File: config.mk
export PLATFORM = sky130hd
export DESIGN_NAME = vector_exec_unit
export DESIGN_NICKNAME = d
export VERILOG_FILES = /design/src/rtl/vec_pkg.sv /design/src/rtl/vec_regfile.sv /design/src/rtl/vector_exec_unit.sv
export SDC_FILE = /design/constraint.sdc
export NUM_CORES = 1
export LEC_CHECK = 0
export ABC_AREA = 1
export CELL_PAD_IN_SITES_DETAIL_PLACEMENT = 1
export CELL_PAD_IN_SITES_GLOBAL_PLACEMENT = 1
export CORE_MARGIN = 8
export CORE_UTILIZATION = 45
export CTS_BUF_LIST = sky130_fd_sc_hd__clkbuf_4 sky130_fd_sc_hd__clkbuf_8
export DETAILED_ROUTE_END_ITERATION = 8
export PLACE_DENSITY = 0.8
export SLEW_MARGIN = 15
export SYNTH_ARGS = -nofsm -noshare
export SYNTH_HDL_FRONTEND = slang
export SYNTH_HIERARCHICAL = 1
export SYNTH_SLANG_ARGS = --single-unit
export TNS_END_PERCENT = 100
File: constraint.sdc
create_clock -name clock -period 6.9 [get_ports clock]
set_input_delay 2.07 -clock clock [delete_from_list [all_inputs] [get_ports clock]]
set_output_delay 2.07 -clock clock [all_outputs]
set_load 0.01 [all_outputs]
File: src/rtl/vec_pkg.sv
// Shared definitions for the vector execution engine.
//   - vec_op_e    : operation encodings driven on the op port
//   - vec_state_e : engine FSM states
//   - lane_lsb()  : bit position of lane k inside a packed LANES*ELEM_W vector
package vec_pkg;

    typedef enum logic [1:0] {
        VOP_LOAD  = 2'b00,
        VOP_STORE = 2'b01,
        VOP_ADD   = 2'b10,
        VOP_ILL   = 2'b11
    } vec_op_e;

    typedef enum logic [2:0] {
        ST_IDLE   = 3'd0,
        ST_LOAD   = 3'd1,
        ST_LDRAIN = 3'd2,
        ST_STORE  = 3'd3,
        ST_ADD    = 3'd4,
        ST_WB     = 3'd5,
        ST_DONE   = 3'd6
    } vec_state_e;

    // Lane k occupies bits [k*elem_w +: elem_w].
    function automatic int unsigned lane_lsb(input int unsigned lane, input int unsigned elem_w);
        return lane * elem_w;
    endfunction

endpackage

File: src/rtl/vec_regfile.sv
// Vector register file: NUM_VREGS entries of LANES*ELEM_W bits, cleared by reset.
// Ports:
//   clock, reset        rising-edge clock, asynchronous active-high clear
//   we, waddr, wdata    synchronous write port
//   raddr_a / rdata_a   combinational read port A
//   raddr_b / rdata_b   combinational read port B
//   dbg_sel / dbg_vec   combinational debug read port
module vec_regfile #(
    parameter  int LANES     = 4,
    parameter  int ELEM_W    = 8,
    parameter  int NUM_VREGS = 4,
    localparam int VR_AW     = $clog2(NUM_VREGS),
    localparam int VW        = LANES * ELEM_W
) (
    input  logic             clock,
    input  logic             reset,
    input  logic             we,
    input  logic [VR_AW-1:0] waddr,
    input  logic [VW-1:0]    wdata,
    input  logic [VR_AW-1:0] raddr_a,
    output logic [VW-1:0]    rdata_a,
    input  logic [VR_AW-1:0] raddr_b,
    output logic [VW-1:0]    rdata_b,
    input  logic [VR_AW-1:0] dbg_sel,
    output logic [VW-1:0]    dbg_vec
);

    logic [VW-1:0] regs_q [NUM_VREGS];
    logic [VW-1:0] regs_d [NUM_VREGS];

    // Next register contents: only the addressed entry changes on a write.
    always_comb begin
        regs_d = regs_q;
        if (we) begin
            regs_d[waddr] = wdata;
        end else begin
            regs_d[waddr] = regs_q[waddr];
        end
    end

    // Register storage with asynchronous clear.
    always_ff @(posedge clock or posedge reset) begin
        if (reset) begin
            for (int i = 0; i < NUM_VREGS; i++) begin
                regs_q[i] <= '0;
            end
        end else begin
            regs_q <= regs_d;
        end
    end

    assign rdata_a = regs_q[raddr_a];
    assign rdata_b = regs_q[raddr_b];
    assign dbg_vec = regs_q[dbg_sel];

endmodule

File: src/rtl/vector_exec_unit.sv
// Multicycle vector engine beside the scalar datapath: VLOAD / VSTORE / VADD over a
// LANES x ELEM_W vector register file, sharing the single-port data memory.
// Ports:
//   clock, reset                  rising-edge clock, asynchronous active-high reset
//   start, op, vdst, vsrc,        issue request and operands (latched in IDLE)
//   base_addr
//   busy, done, err, vzero        status (done/err are one-cycle pulses)
//   mem_addr, mem_wdata,          data memory master; mem_rdata is registered and
//   mem_wren, mem_rdata           valid one cycle after mem_addr
//   dbg_sel, dbg_vec              combinational view of vreg[dbg_sel]
// Build option: define VEC_SAT_EN for unsigned per-lane saturating VADD; default wraps.
module vector_exec_unit
    import vec_pkg::*;
#(
    parameter  int LANES     = 4,
    parameter  int ELEM_W    = 8,
    parameter  int ADDR_W    = 8,
    parameter  int NUM_VREGS = 4,
    localparam int VR_AW     = $clog2(NUM_VREGS)
) (
    input  logic                    clock,
    input  logic                    reset,
    input  logic                    start,
    input  logic [1:0]              op,
    input  logic [VR_AW-1:0]        vdst,
    input  logic [VR_AW-1:0]        vsrc,
    input  logic [ADDR_W-1:0]       base_addr,
    output logic                    busy,
    output logic                    done,
    output logic                    err,
    output logic                    vzero,
    output logic [ADDR_W-1:0]       mem_addr,
    output logic [ELEM_W-1:0]       mem_wdata,
    output logic                    mem_wren,
    input  logic [ELEM_W-1:0]       mem_rdata,
    input  logic [VR_AW-1:0]        dbg_sel,
    output logic [LANES*ELEM_W-1:0] dbg_vec
);

    localparam int VW    = LANES * ELEM_W;
    // One extra count value lets LDRAIN address staging lane LANES-1 as cnt-1.
    localparam int CNT_W = $clog2(LANES + 1);
    localparam logic [CNT_W-1:0] CNT_LAST = CNT_W'(LANES - 1);

    vec_state_e        state_q, state_d;
    logic [CNT_W-1:0]  cnt_q, cnt_d;
    vec_op_e           op_q, op_d;
    logic [VR_AW-1:0]  vdst_q, vdst_d;
    logic [VR_AW-1:0]  vsrc_q, vsrc_d;
    logic [ADDR_W-1:0] base_q, base_d;
    logic [VW-1:0]     staging_q, staging_d;
    logic              busy_q, busy_d;
    logic              done_q, done_d;
    logic              err_q, err_d;
    logic              vzero_q, vzero_d;
    logic [ADDR_W-1:0] mem_addr_q, mem_addr_d;
    logic [ELEM_W-1:0] mem_wdata_q, mem_wdata_d;
    logic              mem_wren_q, mem_wren_d;

    logic [VW-1:0]     rd_a;
    logic [VW-1:0]     rd_b;
    logic [VW-1:0]     add_res;
    logic              capture;

    // Port B follows vsrc_d so STORE can present lane 0 data on the cycle it is issued.
    vec_regfile #(
        .LANES     (LANES),
        .ELEM_W    (ELEM_W),
        .NUM_VREGS (NUM_VREGS)
    ) u_regfile (
        .clock   (clock),
        .reset   (reset),
        .we      (state_q == ST_WB),
        .waddr   (vdst_q),
        .wdata   (staging_q),
        .raddr_a (vdst_q),
        .rdata_a (rd_a),
        .raddr_b (vsrc_d),
        .rdata_b (rd_b),
        .dbg_sel (dbg_sel),
        .dbg_vec (dbg_vec)
    );

    for (genvar k = 0; k < LANES; k++) begin : g_lane
        localparam int LSB = lane_lsb(k, ELEM_W);
        logic [ELEM_W:0] sum;
        assign sum = {1'b0, rd_a[LSB +: ELEM_W]} + {1'b0, rd_b[LSB +: ELEM_W]};
`ifdef VEC_SAT_EN
        assign add_res[LSB +: ELEM_W] = sum[ELEM_W] ? {ELEM_W{1'b1}} : sum[ELEM_W-1:0];
`else
        assign add_res[LSB +: ELEM_W] = sum[ELEM_W-1:0];
`endif
    end

    // Operand latch: capture request fields only when a start is accepted in IDLE.
    always_comb begin
        op_d   = op_q;
        vdst_d = vdst_q;
        vsrc_d = vsrc_q;
        base_d = base_q;
        if (state_q == ST_IDLE && start) begin
            op_d   = vec_op_e'(op);
            vdst_d = vdst;
            vsrc_d = vsrc;
            base_d = base_addr;
        end else begin
            op_d   = op_q;
        end
    end

    // FSM next state, lane counter, staging register and vzero update.
    always_comb begin
        state_d   = state_q;
        cnt_d     = cnt_q;
        staging_d = staging_q;
        vzero_d   = vzero_q;
        case (state_q)
            ST_IDLE: begin
                if (start) begin
                    cnt_d = '0;
                    case (vec_op_e'(op))
                        VOP_LOAD:  state_d = ST_LOAD;
                        VOP_STORE: state_d = ST_STORE;
                        VOP_ADD:   state_d = ST_ADD;
                        default:   state_d = ST_DONE;
                    endcase
                end else begin
                    state_d = ST_IDLE;
                end
            end
            ST_LOAD: begin
                cnt_d = cnt_q + CNT_W'(1);
                if (cnt_q == CNT_LAST) begin
                    state_d = ST_LDRAIN;
                end else begin
                    state_d = ST_LOAD;
                end
            end
            ST_LDRAIN: state_d = ST_WB;
            ST_STORE: begin
                if (cnt_q == CNT_LAST) begin
                    state_d = ST_DONE;
                end else begin
                    cnt_d   = cnt_q + CNT_W'(1);
                    state_d = ST_STORE;
                end
            end
            ST_ADD: begin
                staging_d = add_res;
                state_d   = ST_WB;
            end
            ST_WB: begin
                if (op_q == VOP_ADD) begin
                    vzero_d = (staging_q == '0);
                end else begin
                    vzero_d = vzero_q;
                end
                state_d = ST_DONE;
            end
            ST_DONE: state_d = ST_IDLE;
            default: state_d = ST_IDLE;
        endcase

        // Read data lags the address by one cycle, so counter value c fills lane c-1.
        capture = (state_q == ST_LOAD) || (state_q == ST_LDRAIN);
        for (int k = 0; k < LANES; k++) begin
            staging_d[k*ELEM_W +: ELEM_W] = (capture && cnt_q == CNT_W'(k + 1)) ?
                                            mem_rdata : staging_d[k*ELEM_W +: ELEM_W];
        end
    end

    // Registered outputs derived from the upcoming state; mem_addr/mem_wdata hold when unused.
    always_comb begin
        busy_d     = (state_d != ST_IDLE);
        done_d     = (state_d == ST_DONE);
        err_d      = (state_d == ST_DONE) && (op_d == VOP_ILL);
        mem_wren_d = (state_d == ST_STORE);
        if (state_d == ST_LOAD || state_d == ST_STORE) begin
            mem_addr_d = base_d + ADDR_W'(cnt_d);
        end else begin
            mem_addr_d = mem_addr_q;
        end
        mem_wdata_d = mem_wdata_q;
        for (int k = 0; k < LANES; k++) begin
            mem_wdata_d = (state_d == ST_STORE && cnt_d == CNT_W'(k)) ?
                          rd_b[k*ELEM_W +: ELEM_W] : mem_wdata_d;
        end
    end

    // State and output registers; reset aborts any operation immediately.
    always_ff @(posedge clock or posedge reset) begin
        if (reset) begin
            state_q     <= ST_IDLE;
            cnt_q       <= '0;
            op_q        <= VOP_LOAD;
            vdst_q      <= '0;
            vsrc_q      <= '0;
            base_q      <= '0;
            staging_q   <= '0;
            busy_q      <= 1'b0;
            done_q      <= 1'b0;
            err_q       <= 1'b0;
            vzero_q     <= 1'b0;
            mem_addr_q  <= '0;
            mem_wdata_q <= '0;
            mem_wren_q  <= 1'b0;
        end else begin
            state_q     <= state_d;
            cnt_q       <= cnt_d;
            op_q        <= op_d;
            vdst_q      <= vdst_d;
            vsrc_q      <= vsrc_d;
            base_q      <= base_d;
            staging_q   <= staging_d;
            busy_q      <= busy_d;
            done_q      <= done_d;
            err_q       <= err_d;
            vzero_q     <= vzero_d;
            mem_addr_q  <= mem_addr_d;
            mem_wdata_q <= mem_wdata_d;
            mem_wren_q  <= mem_wren_d;
        end
    end

    assign busy      = busy_q;
    assign done      = done_q;
    assign err       = err_q;
    assign vzero     = vzero_q;
    assign mem_addr  = mem_addr_q;
    assign mem_wdata = mem_wdata_q;
    assign mem_wren  = mem_wren_q;

endmodule

* Yosys cells after proc, flatten, opt, wreduce, memory -nomap -nowiden
Cells that the tools add are included.
** Word-level totals
- Bits in registers :: 201
- Bits in latches :: 0
- RAM bits :: 0
- Bits in read-only memories :: 0
- Output and inout port bits :: 53
- Word-level logic and storage cells :: 112
- Memories :: 0
** Operators by class
- $add $sub $neg :: 6
- Multiply operators :: 0
- Divide/modulo/power cells :: 0
- Order comparisons :: 4
- Equal/unequal tests :: 19
- Shift-type cells :: 0
- Muxes and demuxes :: 34
- Bitwise logic cells :: 3
- Reduce and logical (&&, ||, !) cells :: 25
** Operators with widths (count)
- $bwmux W128 :: 2
- $mux W32 :: 8
- $bmux W32 S2 :: 3
- $mux W128 :: 1
- $mux W8 :: 9
- $demux W32 S2 :: 1
- $add A8 B8 Y8 :: 4
- $logic_not A32 Y1 :: 1
- $eq A3 B2 Y1 const B :: 7
- $pmux W3 S3 :: 2
- $pmux W3 S5 :: 1
- $eq A3 B1 Y1 const B :: 4
- $eq A3 B3 Y1 const B :: 4
- $mux W3 :: 4
- $logic_and A1 B1 Y1 :: 11
- $ge A3 B3 Y1 const B :: 3
- $not A2 Y3 :: 3
- $add A8 B3 Y8 :: 1
- $reduce_bool A2 Y1 :: 4
- $eq A2 B2 Y1 const B :: 3
- $logic_not A3 Y1 :: 2
- $mux W2 :: 3
- $reduce_bool A4 Y1 :: 1
- $add A3 B1 Y3 const B :: 1
- other kinds (7) :: 8

* Depth between registers and ports, before layout
Gate-level depths: netlist of the first run.
- Depth in word-level cells :: 11
- Depth in mapped cells :: 21
- Depth with buffers taken out :: 20

* Cells and area by module
Netlist of the first run, hierarchy kept.
** By module, submodules not included
- vec_regfile :: instances 1, cells each 1602, area each 9865.7 um^2, seq. area each 3203.1 um^2
- vector_exec_unit :: instances 1, cells each 649, area each 5078.6 um^2, seq. area each 1826.8 um^2

* Worst setup path after synthesis of the first run
Ideal clock, no wire load.
- Path type :: input-to-output
- Start point :: in dbg_sel[1]
- End point :: out dbg_vec[10]
- Arrival time :: 2.674 ns
- Data required time :: 4.830 ns
- Slack :: 2.156 ns
- Stages on the path :: 4
- Path buffers :: 2
- Path through :: buf_2 > clkbuf_1 > nand3_1 > nand2_1
** On the way
- Longest elaborated chain between the ends :: 4
** RTL lines
- start, declared :: RTL line vector_exec_unit.sv:36 : input logic [VR_AW-1:0] dbg_sel,
- $not A2 Y3 (implied by the code) :: RTL line vec_regfile.sv:54 : assign dbg_vec = regs_q[dbg_sel];
- $bmux W32 S2 :: RTL line vec_regfile.sv:54
- $mux W32 (implied by the code) (2 in series) :: RTL line vec_regfile.sv:54
- end, declared :: RTL line vector_exec_unit.sv:37 : output logic [LANES*ELEM_W-1:0] dbg_vec
No other way between the ends. The select of a mux whose other input is x is not followed.

* Worst setup path after layout of the first run
- Start point :: in dbg_sel[1]
- End point :: out dbg_vec[21]
The elaborated chain is that of the path after synthesis.

==> flow_metrics.py, run 1 <==
metrics = {
    "status": {
        "status": "finished clean",
    },
    "critical_path": {
        "arrival_ns": 3.83,
        "critPathSlowestCell": "clkdlybuf4s50_1",
        "cp_slowest_stage_delay_ns": 0.56,
        "critPathBufInv": 4,
        "end_kind": "output port",
        "required_ns": 4.83,
        "cp_top_family": "buffers and inverters",
        "start_kind": "input port",
        "r2r_cells": 18,
        "cp_max_fo": 25,
        "cp.depth": 6,
        "path_class": "in2out",
        "cp_cell_sequence": "clkdlybuf4s50_1 > inv_1 > buf_12 > nand3_1 > nand2_1 > clkdlybuf4s50_1",
        "crit_top_cell": "clkdlybuf4s50_1",
        "r2r_setup_slack_ns": 3.02,
    },
    "sta": {
        "worst_pin_slew_ns": 1.15,
        "hold_violations": 0,
        "setup_viol": 0,
        "min_period_ns": 5.90,
        "slew_viol_final": 0,
        "slew_headroom": 0.231,
        "fin_crit_sh": 0.855,
        "rsz0062_at_grt": "false",
        "max_freq_mhz": 170,
        "fin_skew_ns": 0.0266,
        "hold_ws_ns": 0.496,
        "fin_tns_setup_ns": 0,
    },
    "route": {
        "vias_per_cell": 6.09,
        "drt_first_iter_violations": 1770,
        "ant_nets": 0,
        "avgRoutedWirePerCell_um": 22.7,
        "drc_errors": 0,
        "drtPass1Iterations": 5,
        "finalWirelength_um": 61400,
        "dr_total_vias": 16509,
    },
    "global_route": {
        "antenna_found_initial": 0,
        "track_usage": 0.309,
        "grt_max_degree": 136,
        "grt_overflow": 0,
        "grt_pass1_wl_um": 95900,
        "grt_pass1_vias": 16917,
    },
    "yosys": {
        "synth_top_family_by_area": "simple AND/OR/NAND/NOR gates",
        "synth_fa_ha_area_frac": 0.0368,
        "synth_compound_area_frac": 0.0383,
        "avgSynthCellArea_um2": 6.64,
        "synth_async_sr_flop_share": 1.00,
        "ys_warn_count": 6,
        "synth_flop_cell": "dfrtp_1",
        "synth_xor_area_frac": 0.0105,
        "ys_seq_area_frac": 0.337,
        "netlist_area_um2": 14900,
        "synth_mux_area_frac": 0,
        "ys_seq_elements": 201,
        "synth_nets": 2319,
        "synth-simple-area-share": 0.463,
        "synth-edff-count": 0,
        "yosysUniqueCellTypes": 44,
        "syn_inst": 2251,
    },
    "power_and_ir_drop": {
        "ir_drop_v": 0.000395,
        "p_leak_nw": 8.50,
        "power.density_nw_per_um2": 585,
        "total_power_mw": 9.67,
    },
    "cells_and_area": {
        "seq_area_um2": 5040,
        "n_fill_cell": 4328,
        "multiInputGateArea_um2": 8210,
        "layout_common_cells": "nand2_1 (779), nand3_1 (466), inv_1 (223)",
        "final_nets": 2310,
        "mostFrequentLayoutCell": "nand2_1",
        "drive_above_1_share": 0.0688,
        "area_growth_pct": 10.6,
    },
    "floorplan": {
        "die_y_um": 198,
        "num_rows": 66,
        "core_area_um2": 32600,
        "die_width_um": 198,
        "fp.dieArea_um2": 39300,
        "start_util": 0.458,
        "io_pins": 80,
    },
    "clock_network": {
        "numClockSinks": 201,
        "hold_buffers": 0,
        "cts_buffer_depth": 3,
        "numCtsBuffers": 40,
        "insertion_delay_ns": 0.59,
        "post_cts_buffers": 0,
        "post_cts_resized": 0,
        "ctsRootBufferMaster": "clkbuf_8",
        "clkSlewWorstSetupHoldPaths_ns": 0.06,
        "cts_max_level": 2,
        "cts_tree": "yes",
    },
    "placed_design": {
        "gp_congestion": 0.912,
        "portBuffers": 79,
        "place_hpwl_um": 39800,
    },
    "run": {
        "cap_viol_max_count": 0,
    },
    "worst_hold_path": {
        "whs_path_depth": 2,
        "min_path_type": "reg2reg",
    },
}
final cells by class:
type / count / area share
flip-flops and latches: 201 / 0.305
clock buffers: 63 / 0.0475
clock inverters: 6 / 0.00219
multi-input cells: 1654 / 0.496
repair buffers: 103 / 0.0599
diodes: 1 / 0.000151
inverters: 242 / 0.0556
well taps: 442 / 0.0334
sequential cells by signal (all words and copies together) (netlist names):
| register | cells |
|---|---|
| u_regfile/regs_q | 128 |
| staging_q | 32 |
| done | 1 |
| state_q | 3 |
| vzero | 1 |
| vdst_q | 2 |
| vsrc_q | 2 |
| op_q | 2 |
| busy | 1 |
| mem_wdata | 8 |
| mem_addr | 8 |
| base_q | 8 |
| cnt_q | 3 |
| mem_wren | 1 |
| err | 1 |
synth_stat cells, types with 4 or more instances:
master | number | area share
nand2_1 | 780 | 0.20
nand3_1 | 466 | 0.16
inv_1 | 228 | 0.057
dfrtp_1 | 201 | 0.34
nand4_1 | 175 | 0.073
buf_2 | 95 | 0.032
ha_1 | 36 | 0.030
nor2_1 | 36 | 0.0090
clkbuf_1 | 31 | 0.0078
o211ai_1 | 22 | 0.011
a21oi_1 | 20 | 0.0067
buf_4 | 19 | 0.0095
xor2_1 | 16 | 0.0094
inv_2 | 13 | 0.0033
o221ai_1 | 10 | 0.0059
nor4_1 | 8 | 0.0033
o21ai_0 | 8 | 0.0027
or2_2 | 8 | 0.0033
a21boi_1 | 7 | 0.0035
nand2_2 | 7 | 0.0029
buf_1 | 5 | 0.0013
fa_1 | 5 | 0.0067
nand3b_1 | 5 | 0.0025
nor2_2 | 5 | 0.0021
nor2_4 | 5 | 0.0038
a31oi_1 | 4 | 0.0017
buf_6 | 4 | 0.0030
o21ai_1 | 4 | 0.0013
o21ai_2 | 4 | 0.0023
tightest hold or removal path, delay by kind of cell (launching register included):
family	cells	cell delay, ns
compound gates	1	0.06
simple gates	1	0.05
flops	1	0.34
power by group:
group	switching (mW)	internal [mW]	leakage (nW)
Combinational	4.27	1.87	5.46
Clock	0.580	0.721	0.440
Sequential	0.544	1.68	2.60
cell families (layout without fill, tap and decap cells):
family / after synthesis / after routing
buffers and inverters: 396 / 414
flip-flops: 201 / 201
XOR/XNOR: 18 / 18
AO/OA/AOI/OAI: 84 / 84
other: 0 / 1
adder cells (fa/ha/maj): 41 / 41
AND/OR/NAND/NOR: 1511 / 1511
layer usage:
metal  vias to the layer above  GRT usage  share of wire
met5                         -          0              0
met4                         0      0.149          0.044
met1                      8225      0.399           0.42
met2                       695      0.492           0.46
met3                       176     0.0572          0.076
li1                       7413          -              -
metrics by stage:
stage	instances	worst slack, ns	cell area, um^2	utilization
floorplan	2251	1.42	14900	-
global placement	2642	1.04	15700	0.482
detailed placement	2642	0.976	15700	0.482
CTS	2711	0.970	16500	0.507
global route	2711	0.943	16500	0.507
finish	2712	1.00	16500	0.507
worst paths after layout:
kind / start / to
max: dbg_sel[1] / dbg_vec[21]
min: mem_addr[1]$_DFFE_PP0P_ / mem_addr[1]$_DFFE_PP0P_
max reg2reg: state_q[1]$_DFF_PP0_ / staging_q[30]$_DFFE_PP0P_
min reg2reg: mem_addr[1]$_DFFE_PP0P_ / mem_addr[1]$_DFFE_PP0P_
max in group asynchronous: reset / u_regfile/regs_q[26]$_DFFE_PP0N_
min in group asynchronous: reset / staging_q[0]$_DFFE_PP0P_
(Power assumes the default switching activity.)
==> run 2: changes to the inputs <==
--- a/config.mk
+++ b/config.mk
@@ -9,10 +9,10 @@
 export CELL_PAD_IN_SITES_DETAIL_PLACEMENT = 1
 export CELL_PAD_IN_SITES_GLOBAL_PLACEMENT = 1
 export CORE_MARGIN = 8
-export CORE_UTILIZATION = 45
+export CORE_UTILIZATION = 35
 export CTS_BUF_LIST = sky130_fd_sc_hd__clkbuf_4 sky130_fd_sc_hd__clkbuf_8
 export DETAILED_ROUTE_END_ITERATION = 8
-export PLACE_DENSITY = 0.8
+export PLACE_DENSITY = 0.64
 export SLEW_MARGIN = 15
 export SYNTH_ARGS = -nofsm -noshare
 export SYNTH_HDL_FRONTEND = slang
==> flow_metrics.py, run 2 (synthesis gave the netlist of run 1 again) <==
metrics = {
    "clock_network": {
        "insertion_delay_ns": 0.61,
        "post_cts_resized": 0,
        "cts_tree": "yes",
        "cts_buffer_depth": 3,
        "ctsRootBufferMaster": "clkbuf_8",
        "numCtsBuffers": 42,
        "numClockSinks": 201,
        "hold_buffers": 0,
        "post_cts_buffers": 0,
        "cts_max_level": 2,
        "clkSlewWorstSetupHoldPaths_ns": 0.05,
    },
    "floorplan": {
        "core_area_um2": 42000,
        "die_width_um": 223,
        "fp.dieArea_um2": 49600,
        "io_pins": 80,
        "start_util": 0.355,
        "num_rows": 75,
        "die_y_um": 223,
    },
    "critical_path": {
        "r2r_setup_slack_ns": 3.17,
        "cp_slowest_stage_delay_ns": 0.55,
        "cp_max_fo": 32,
        "path_class": "in2out",
        "cp_cell_sequence": "clkdlybuf4s50_1 > buf_4 > nand3_1 > nand2_1 > clkdlybuf4s50_1",
        "r2r_end": "staging_q[5]$_DFFE_PP0P_",
        "cp-startpoint": "dbg_sel[1]",
        "start_kind": "input port",
        "critPathSlowestCell": "clkdlybuf4s50_1",
        "crit_top_cell": "clkdlybuf4s50_1",
        "end_kind": "output port",
        "r2r_start": "state_q[0]$_DFF_PP0_",
        "r2r_cells": 17,
        "arrival_ns": 3.80,
        "required_ns": 4.83,
    },
    "global_route": {
        "grt_pass1_wl_um": 99300,
        "grt_pass1_vias": 16690,
        "track_usage": 0.254,
        "antenna_found_initial": 0,
        "grt_overflow": 0,
        "grt_max_degree": 129,
    },
    "sta": {
        "fin_crit_sh": 0.851,
        "rsz0062_at_grt": "false",
        "slew_viol_final": 0,
        "slew_headroom": 0.186,
        "setup_ws_ns": 1.03,
        "setup_viol": 0,
        "min_period_ns": 5.87,
        "worst_pin_slew_ns": 1.22,
        "fin_skew_ns": 0.0233,
        "hold_ws_ns": 0.490,
        "max_freq_mhz": 170,
        "fin_tns_setup_ns": 0,
        "hold_violations": 0,
    },
    "route": {
        "drc_errors": 0,
        "dr_wl_met3_um": 4090,
        "drtPass1Iterations": 7,
        "route.met2.wl_um": 29300,
        "top_layer": "met4",
        "avgRoutedWirePerCell_um": 22.7,
        "dr_total_vias": 16062,
        "finalWirelength_um": 64100,
        "drt_first_iter_violations": 1266,
        "wl_met1_um": 28600,
        "vias_per_cell": 5.70,
        "ant_nets": 0,
    },
    "power_and_ir_drop": {
        "p_int_mw": 4.40,
        "total_power_mw": 9.84,
        "clkPwrFrac": 0.147,
        "p_comb_frac": 0.620,
        "sw_frac_of_total": 0.553,
        "power.density_nw_per_um2": 586,
        "netSwitchingPower_mw": 5.45,
        "p_leak_nw": 8.58,
        "seq_power_share": 0.233,
        "ir_drop_v": 0.000321,
    },
    "status": {
        "status": "finished clean",
    },
    "placed_design": {
        "dp_slack_ns": 1.03,
        "portBuffers": 79,
        "place_hpwl_um": 41700,
        "gp_congestion": 0.862,
    },
    "cells_and_area": {
        "final_nets": 2315,
        "n_fill_cell": 5448,
        "multiInputGateArea_um2": 8210,
        "area_growth_pct": 12.4,
        "largest_reg_flops": 128,
        "biggestRegsByFlops": "u_regfile/regs_q x128, staging_q x32",
        "utilization": 0.400,
        "n_antenna_cell": 0,
        "drive_above_1_share": 0.0728,
        "seq_area_um2": 5040,
        "mostFrequentLayoutCell": "nand2_1",
        "layout_common_cells": "nand2_1 (779), nand3_1 (466), inv_1 (223)",
        "top_register": "u_regfile/regs_q",
    },
    "worst_hold_path": {
        "whs_endpoint": "mem_addr[5]$_DFFE_PP0P_",
        "whs_path_depth": 2,
        "min_path_type": "reg2reg",
        "hp-start": "mem_addr[5]$_DFFE_PP0P_",
    },
    "run": {
        "cap_viol_max_count": 0,
    },
}
-- run 2: cell count changes in the layout (fill, tap and decap cells not counted) --
cell and change:
buf_12 +1, inv_4 -2, clkinv_2 +2, clkinvlp_4 -1, clkbuf_8 +7, diode_2 -1, bufinv_16 +1, clkbuf_4 -1
inv_6 +1, buf_4 +2
-- run 2: power by group through the flow --
| stage | clock network (mW) | registers [mW] | logic, mW |
|---|---|---|---|
| final | 1.45 | 2.29 | 6.10 |
| after global routing | 1.52 | 2.35 | 6.77 |
| after CTS | 1.49 | 2.28 | 6.08 |
| after detailed placement | 0 | 2.29 | 6.04 |
| after global placement | 0 | 2.27 | 5.91 |
| after floorplan | 0 | 2.03 | 4.30 |
-- run 2: stage by stage --
stage | cells | cell area, um^2
2_1_floorplan | 2251 | 14900
3_3_place_gp | 2742 | 15900
3_5_place_dp | 2742 | 15900
4_1_cts | 2818 | 16800
5_1_grt | 2818 | 16800
6_report | 2818 | 16800
-- run 2: per-layer routing --
metal  vias to the layer above  GRT usage
li1                       7428          -
met1                      8024      0.333
met2                       481      0.403
met3                       129     0.0591
met4                         0     0.0952
met5                         -          0
-- run 2: worst max-delay path by stage --
| stage | slack (ns) | to | depth (start not counted) |
|---|---|---|---|
| global placement | 1.04 | dbg_vec[12] | 5 |
| global route | 0.96 | dbg_vec[24] | 6 |
| detailed placement | 1.03 | dbg_vec[12] | 6 |
| finish | 1.03 | dbg_vec[12] | 5 |
| CTS | 1.02 | dbg_vec[12] | 5 |
| floorplan | 1.42 | u_regfile/regs_q[0]$_DFFE_PP0N_ | 1 |
-- run 2: layout make-up --
class	count	area share
Multi-Input combinational cell	1654	0.488
Sequential cell	201	0.300
Timing Repair Buffer	106	0.0611
Inverter	242	0.0550
Clock buffer	69	0.0520
Tap cell	539	0.0401
Clock inverter	7	0.00357
-- run 2: critical path: cells and delay by family --
| family | cells | cell delay, ns |
|---|---|---|
| buffers and inverters | 3 | 1.44 |
| AND/OR/NAND/NOR | 2 | 0.29 |
==> run 3: changes to the inputs <==
==> constraint.sdc (replaced) <==
create_clock -name clock -period 6.9 [get_ports clock]
set_input_delay 2.07 -clock clock [delete_from_list [all_inputs] [get_ports clock]]
set_output_delay 2.07 -clock clock [all_outputs]
set_load 0.05 [all_outputs]
==> flow_metrics.py, run 3 (synthesis gave the netlist of run 1 again) <==
metrics = {
    "status": {
        "status": "finished clean",
    },
    "clock_network": {
        "numCtsBuffers": 41,
        "ctsRootBufferMaster": "clkbuf_8",
        "cts_buffer_depth": 3,
        "clkSlewWorstSetupHoldPaths_ns": 0.06,
        "hold_buffers": 0,
        "cts_max_level": 2,
        "post_cts_resized": 0,
        "insertion_delay_ns": 0.63,
        "numClockSinks": 201,
        "post_cts_buffers": 0,
        "cts_tree": "yes",
    },
    "placed_design": {
        "portBuffers": 79,
        "place_hpwl_um": 41600,
        "gp_congestion": 0.884,
    },
    "cells_and_area": {
        "mostFrequentLayoutCell": "nand2_1",
        "n_fill_cell": 5365,
        "area_growth_pct": 14.4,
        "top_register": "u_regfile/regs_q",
        "drive_above_1_share": 0.0889,
        "utilization": 0.407,
        "layout_common_cells": "nand2_1 (779), nand3_1 (466), inv_1 (223)",
        "largest_reg_flops": 128,
        "final_nets": 2319,
        "biggestRegsByFlops": "u_regfile/regs_q x128, staging_q x32",
    },
    "power_and_ir_drop": {
        "sw_frac_of_total": 0.565,
        "p_int_mw": 4.42,
        "clkPwrFrac": 0.137,
        "p_leak_nw": 8.74,
        "p_comb_frac": 0.638,
        "total_power_mw": 10.2,
        "ir_drop_v": 0.000419,
        "power.density_nw_per_um2": 594,
        "netSwitchingPower_mw": 5.74,
        "seq_power_share": 0.225,
    },
    "sta": {
        "fin_crit_sh": 0.834,
        "worst_pin_slew_ns": 1.22,
        "setup_viol": 0,
        "fin_tns_setup_ns": 0,
        "max_freq_mhz": 174,
        "rsz0062_at_grt": "false",
        "fin_skew_ns": 0.0313,
        "slew_viol_final": 0,
        "hold_violations": 0,
        "min_period_ns": 5.75,
        "slew_headroom": 0.189,
    },
    "route": {
        "drtPass1Iterations": 7,
        "avgRoutedWirePerCell_um": 22.5,
        "drc_errors": 0,
        "ant_nets": 0,
        "dr_total_vias": 16197,
        "vias_per_cell": 5.73,
        "drt_first_iter_violations": 1144,
        "finalWirelength_um": 63700,
    },
    "critical_path": {
        "end_kind": "output port",
        "critPathBufInv": 3,
        "critPathSlowestCell": "clkdlybuf4s50_1",
        "cp_max_fo": 32,
        "start_kind": "input port",
        "cp_slowest_stage_delay_ns": 0.48,
        "r2r_end": "staging_q[6]$_DFFE_PP0P_",
        "r2r_cells": 19,
        "cp_cell_sequence": "clkdlybuf4s50_1 > buf_4 > nand3_1 > nand2_1 > buf_12",
        "cp-startpoint": "dbg_sel[1]",
        "r2r_start": "state_q[1]$_DFF_PP0_",
        "r2r_setup_slack_ns": 3.29,
        "arrival_ns": 3.68,
        "cp_top_family": "buffers and inverters",
        "required_ns": 4.83,
        "path_class": "in2out",
    },
    "worst_hold_path": {
        "min_path_type": "reg2reg",
        "whs_endpoint": "mem_addr[5]$_DFFE_PP0P_",
        "hp-start": "mem_addr[5]$_DFFE_PP0P_",
        "whs_path_depth": 2,
    },
    "global_route": {
        "grt_max_degree": 91,
        "grt_pass1_wl_um": 99500,
        "track_usage": 0.252,
        "grt_pass1_vias": 16598,
        "grt_overflow": 0,
        "antenna_found_initial": 1,
    },
    "floorplan": {
        "io_pins": 80,
        "start_util": 0.355,
        "die_width_um": 223,
        "die_y_um": 223,
        "fp.dieArea_um2": 49600,
        "num_rows": 75,
        "core_area_um2": 42000,
    },
    "run": {
        "cap_viol_max_count": 0,
    },
}
## run 3: changes by cell type in the layout (fill, tap and decap cells not counted), moves of 2 or more
cell and change:
buf_12 +30, clkdlybuf4s50_1 -32, clkbuf_8 -4, buf_4 +7, clkinv_2 +2, diode_2 +2
## run 3: how the worst max path moves through the flow
stage          depth (start not counted)                               to  slack, ns
2_1_floorplan                          1  u_regfile/regs_q[0]$_DFFE_PP0N_       1.42
3_3_place_gp                           5                      dbg_vec[19]       1.22
3_5_place_dp                           5                      dbg_vec[19]       1.20
4_1_cts                                5                      dbg_vec[19]       1.20
5_1_grt                                5                      dbg_vec[19]       1.16
6_report                               5                      dbg_vec[19]       1.15
## run 3: worst reg2reg max path, cell delays in order, from the launching register on
cell      delay (ns)
dfrtp_1         0.45
nor2_2          0.27
nand2_4         0.20
inv_4           0.16
nand2_1         0.09
nand2_2         0.08
buf_4           0.64
nand2_1         0.17
nand3_1         0.12
nand2_1         0.09
ha_1            0.20
inv_1           0.07
fa_1            0.19
nand3b_1        0.12
nand2_1         0.08
nand2_1         0.09
nand2_1         0.06
a21oi_1         0.15
xor2_1          0.17
o211ai_1        0.09
## run 3: layout make-up
class	count	area, um^2	share of cell area
tap	539	674	0.0395
clock buffer	65	820	0.0480
inverter	242	922	0.0540
timing repair buffer	111	1360	0.0795
sequential	201	5040	0.295
antenna	2	5.00	0.000293
clock inverter	11	65.1	0.00381
multi-input combinational	1654	8210	0.480
## run 3: metal layers
| metal | GRT usage | share of wire | wire length, um |
|---|---|---|---|
| met5 | 0 | 0 | 0 |
| met4 | 0.0622 | 0.019 | 1230 |
| met3 | 0.0403 | 0.057 | 3620 |
| met2 | 0.412 | 0.47 | 29700 |
| met1 | 0.345 | 0.46 | 29200 |
## run 3: stage by stage
step | setup WS [ns] | area (um^2) | hold slack, ns | cells
final | 1.15 | 17100 | 0.494 | 2825
after CTS | 1.20 | 17100 | 0.497 | 2823
after global placement | 1.22 | 16200 | 0.469 | 2747
after floorplan | 1.42 | 14900 | 0.440 | 2251
after detailed placement | 1.20 | 16200 | 0.480 | 2747
after global routing | 1.16 | 17100 | 0.531 | 2824
## run 3: power by group through the flow
stage / Sequential [mW] / Clock (mW) / Combinational [mW]
floorplan: 2.18 / 0 / 4.44
global placement: 2.26 / 0 / 6.33
detailed placement: 2.28 / 0 / 6.45
CTS: 2.27 / 1.42 / 6.49
global route: 2.35 / 1.47 / 7.15
finish: 2.29 / 1.39 / 6.48
